==> config.mk <==
export PLATFORM = sky130hd
export DESIGN_NAME = instr_loader
export DESIGN_NICKNAME = d
export VERILOG_FILES = /design/src/rtl/instr_loader.sv
export SDC_FILE = /design/constraint.sdc
export NUM_CORES = 1
export LEC_CHECK = 0
export BUFFER_PORTS_ARGS = -buffer_cell sky130_fd_sc_hd__buf_2
export CAP_MARGIN = 20
export CORE_ASPECT_RATIO = 0.5
export CORE_MARGIN = 5
export CORE_UTILIZATION = 40
export CTS_CLUSTER_DIAMETER = 60
export DETAILED_ROUTE_END_ITERATION = 10
export PLACE_DENSITY = 0.7
export SYNTH_ARGS = -nofsm -noshare
export SYNTH_HDL_FRONTEND = slang
export SYNTH_SLANG_ARGS = --single-unit
==> constraint.sdc <==
create_clock -name clk -period 1.55 [get_ports clk]
set_input_delay 0 -clock clk [delete_from_list [all_inputs] [get_ports clk]]
set_output_delay 0 -clock clk [all_outputs]
set_load 0.01 [all_outputs]
==> src/rtl/instr_loader.sv <==
// Packs upsampler field sets into instruction words and writes them to instruction memory.
// Optional even-parity MSB on im_wdata when INSTR_LOADER_PARITY_EN is defined.
module instr_loader #(
  parameter int VIDWIDTH = 3,
  parameter int RFAWIDTH = 4,
  parameter int DAWIDTH  = 8,
  parameter int IAWIDTH  = 4
) (
  input  logic                clk,
  input  logic                rst,
  input  logic                start,
  input  logic                in_valid,
  output logic                in_ready,
  input  logic                lstg_f,
  input  logic                upse_f,
  input  logic [VIDWIDTH-1:0] vector_id,
  input  logic [RFAWIDTH-1:0] result_reg,
  input  logic [RFAWIDTH-1:0] error_reg,
  input  logic [DAWIDTH-1:0]  data_uptr,
  input  logic [DAWIDTH-1:0]  data_lptr,
  input  logic [DAWIDTH-1:0]  coef_ptr,
  output logic                im_we,
  output logic [IAWIDTH-1:0]  im_addr,
`ifdef INSTR_LOADER_PARITY_EN
  output logic [2+VIDWIDTH+2*RFAWIDTH+3*DAWIDTH:0]   im_wdata,
`else
  output logic [1+VIDWIDTH+2*RFAWIDTH+3*DAWIDTH:0]   im_wdata,
`endif
  output logic                done,
  output logic                err,
  output logic [IAWIDTH:0]    prog_len
);

  localparam int INSTRWIDTH = 2 + VIDWIDTH + 2*RFAWIDTH + 3*DAWIDTH;
`ifdef INSTR_LOADER_PARITY_EN
  localparam int WDW = INSTRWIDTH + 1;
`else
  localparam int WDW = INSTRWIDTH;
`endif

  typedef enum logic [1:0] {IDLE, LOAD, DONE, ERR} state_t;

  state_t             state_q, state_d;
  logic [IAWIDTH-1:0] cnt_q, cnt_d;
  logic [IAWIDTH:0]   prog_len_q, prog_len_d;
  logic               im_we_q, im_we_d;
  logic [IAWIDTH-1:0] im_addr_q, im_addr_d;
  logic [WDW-1:0]     im_wdata_q, im_wdata_d;

  logic [INSTRWIDTH-1:0] word;
  logic [WDW-1:0]        word_out;
  logic                  xfer, term, last_slot;

  assign word = {lstg_f, upse_f, vector_id, result_reg, error_reg,
                 data_uptr, data_lptr, coef_ptr};

`ifdef INSTR_LOADER_PARITY_EN
  assign word_out = {^word, word};
`else
  assign word_out = word;
`endif

  assign xfer      = (state_q == LOAD) && in_valid;
  assign term      = lstg_f && upse_f;
  assign last_slot = &cnt_q;

  always_comb begin
    state_d    = state_q;
    cnt_d      = cnt_q;
    prog_len_d = prog_len_q;
    im_we_d    = 1'b0;
    im_addr_d  = im_addr_q;
    im_wdata_d = im_wdata_q;
    case (state_q)
      IDLE, ERR: begin
        if (start) begin
          state_d    = LOAD;
          cnt_d      = '0;
          prog_len_d = '0;
        end
      end
      LOAD: begin
        if (xfer) begin
          im_we_d    = 1'b1;
          im_addr_d  = cnt_q;
          im_wdata_d = word_out;
          cnt_d      = cnt_q + 1'b1;
          prog_len_d = prog_len_q + 1'b1;
          // Terminator wins over overflow on the final slot.
          if (term)           state_d = DONE;
          else if (last_slot) state_d = ERR;
        end
      end
      DONE:    state_d = IDLE;
      default: state_d = IDLE;
    endcase
  end

  always_ff @(posedge clk) begin
    if (!rst) begin
      state_q    <= IDLE;
      cnt_q      <= '0;
      prog_len_q <= '0;
      im_we_q    <= 1'b0;
      im_addr_q  <= '0;
      im_wdata_q <= '0;
    end else begin
      state_q    <= state_d;
      cnt_q      <= cnt_d;
      prog_len_q <= prog_len_d;
      im_we_q    <= im_we_d;
      im_addr_q  <= im_addr_d;
      im_wdata_q <= im_wdata_d;
    end
  end

  assign in_ready = (state_q == LOAD);
  assign done     = (state_q == DONE);
  assign err      = (state_q == ERR);
  assign im_we    = im_we_q;
  assign im_addr  = im_addr_q;
  assign im_wdata = im_wdata_q;
  assign prog_len = prog_len_q;

endmodule

==> results.md <==
* Final hold viol count at 0
* Die ar. at 7460 µm²
* Clock share of power at 0.256
* Power Density at about 1200 nW/µm²
* CTS clk-pin slew, worst paths at 0.06 ns
* Final setup fails at 0
* Post-route total power at between 4000 and 5000 µW
* Multi-input gate area at 1180 µm²
* Peak supply drop at about 0.68 mV
* Post-DR vias/cell at ~4.7
* Antenna cells at 0
* Net Sw Frac at 0.324
* Root Driver: clkbuf_16
* CTS tree: built
* Die span in y at approximately 64 µm
* Worst Path Max Fanout at 6
* Starting Density at 0.416
* Layout cells sized above 1 at 0.328
* Worst Path Required at 1.72 ns
* Syn Nets at 301
* R2r startpoint: state_q[0]$_SDFFE_PN0P_
* Crit. Startpoint: state_q[0]$_SDFFE_PN0P_
* Num CTS Buffers at 5
* Leading cell type in the layout, fill and taps excluded: buf_2
* Area Growth Syn to Fin at 49.7%
* HP Class: primary input to flip-flop
* Setup_tns at 0 ns
* WL/cell at 13.0 µm
* GRT Residual Overflow at 0
* Status: finished clean
* Worst slew margin at 0.691
* EDFF count, synth at 0
* Reg-to-Reg End: state_q[0]$_SDFFE_PN0P_
* Vias in the first global route at 2124
* Vias at ~2200
* Crit end category: flip-flop
* Antenna Nets Post-Route at 0
* Synth Warn # at 0
* # rows at 19
* Core Box Area at about 5500 µm²
* RSZ-0062 raised after global routing: no
* Slack of the critical path at 0.0756 ns
* Worst Reg-to-Reg Cells at 5
* Pre-antenna DRT Iters at 4
* Clock sink total at 53
* Die X-Extent at 117 µm
* Worst-margin pin slew at 0.464 ns
* Skew-Pair Late Insertion Delay at 0.28 ns
* Leakage at 0.00148 µW
* Core occupancy in the finished layout at 0.622
* F_max at slightly below 0.7 GHz
* Register area share after synthesis at 0.461
* Pins over their slew limit at 0
* Total Wirelength at 5920 µm
* Primary FF master, synth: dfxtp_1
* Switch Pwr at 1370 µW
* Final #Nets at 431
* Synthesized area at 2300 µm²
* First-pass GRT wire length at roughly 9600 µm
* Clock Skew at 0.00412 ns
* PortBufs at 90
* Sequential Area at 1070 µm²
* Worst EP arrival at 1.65 ns
* Largest net degree at the start of global routing at 28
* Crit Path Category: flip-flop to flip-flop
* Clock Tree Buf Depth at 2
* Flip-flop and latch count after synthesis at 53
* Placed Cells at 409
* IO Count at 91
* Synth cell types at 29
* Max_cap viols at 0
* Share of flip-flops with an asynchronous set or reset at 0
* Power share of the sequential group at 0.381
* Syn Area/Cell at 9.06 µm²
* Internal power at 2860 µW
* Gr usage total at 0.161
* # DRC at 0
* Routability-driven placement congestion ratio at 0.722
* Crit path launch type: flip-flop
* Initial antenna violation count at 0
* Period Utilization, post-route at 0.951
* Final worst path period need at around 1.5 ns
* R2r setup slk at 0.08 ns
* Fin cells at 457
* DP Worst Slack at -0.00137 ns
* Commonest non-fill, non-tap cells in the layout: buf_2 (90), nand2_1 (86), dfxtp_1 (51), a21boi_0 (37), dlygate4sd3_1 (37)
* H-tree Lvls at 2
* Post-Synthesis Cells at 254
* Dpl hpwl at between 3000 and 4000 µm
* Crit path capture: state_q[0]$_SDFFE_PN0P_
* Fillers at 464
* 1st-iter DRT viols at 75
* Logic pwr share at 0.362
[critical path, cell delays in order, from the launching register on]
cell and delay (ns):
dfxtp_2 0.36, inv_1 0.08, ha_4 0.31, nor2b_4 0.28
a311oi_4 0.08, o221a_2 0.26
[kinds of logic (layout without fill, tap and decap cells)]
logic type                 Yosys count  count (layout)  share of synthesized area
AOI/OAI and AO/OA                   52              52                      0.180
adders and majority gates            6               6                     0.0326
buffers and inverters               21             150                     0.0522
DFF                                 53              53                      0.461
muxes                                6               6                     0.0261
and+or+nand+nor                    116             117                      0.248
[worst min-delay path by stage]
stage,slack (ns),cells past startpoint,endpoint,from
finish,0.06,2,im_we$_SDFF_PN0_,in_valid
global route,0.06,2,im_we$_SDFF_PN0_,in_valid
CTS,0.05,2,im_we$_SDFF_PN0_,in_valid
detailed placement,0.26,3,im_wdata[21]$_SDFFE_PN0P_,data_uptr[5]
global placement,0.24,3,im_wdata[29]$_SDFFE_PN0P_,result_reg[1]
floorplan,0.13,2,im_wdata[29]$_SDFFE_PN0P_,result_reg[1]
[repair_timing]
action                                 4_1_cts  5_1_grt
endpoints found under the hold margin       37        0
pin swaps                                    0        2
setup endpoints to repair                    1       18
hold buffers                                37        0
setup buffers                                0        3
gates cloned                                 1        0
gates resized for setup                      0       10
[final cells by class]
type                    instances  share of cell area
well taps                      73              0.0265
repair buffers                140               0.276
inverters                       3             0.00327
multi-input cells             181               0.344
clock buffers                   7              0.0414
flip-flops and latches         53               0.309
[power by group through the flow]
stage,clock network [µW],registers [µW],logic (µW)
after floorplan,0,1690,846
after global placement,0,1620,1250
after detailed placement,0,1630,1290
after CTS,1140,1600,1380
after global routing,1180,1630,1690
final,1080,1610,1530
[cells in the mapped netlist (3+ instances only)]
library cell,n,area [µm²]
buf_2,6,30.0
dfxtp_1,53,1060
nand3_1,11,55.1
mux2i_1,6,60.1
buf_4,5,37.5
a21boi_0,37,278
nand2_1,86,323
nand3b_1,6,45.0
a21boi_1,6,45.0
ha_1,6,75.1
inv_1,3,11.3
clkbuf_1,5,18.8
[per-layer routing]
layer,vias up,track usage,routed length (µm)
met1,993,0.172,2390
met4,0,0.0515,65
li1,1108,-,-
met2,48,0.302,3110
met3,6,0.0459,352
met5,-,0,0
[stage by stage]
step	hold WS [ns]	instance area, µm²
CTS	0.0505	3360
detailed placement	0.258	2840
floorplan	0.135	2320
finish	0.0580	3450
global route	0.0612	3450
global placement	0.244	2840
[registers in the layout, indices dropped and copies added (netlist names)]
| signal | cells |
|---|---|
| im_wdata | 37 |
| prog_len | 5 |
| im_we | 1 |
| im_addr | 4 |
| cnt_q | 4 |
| state_q | 2 |
(Power assumes the default switching activity.)
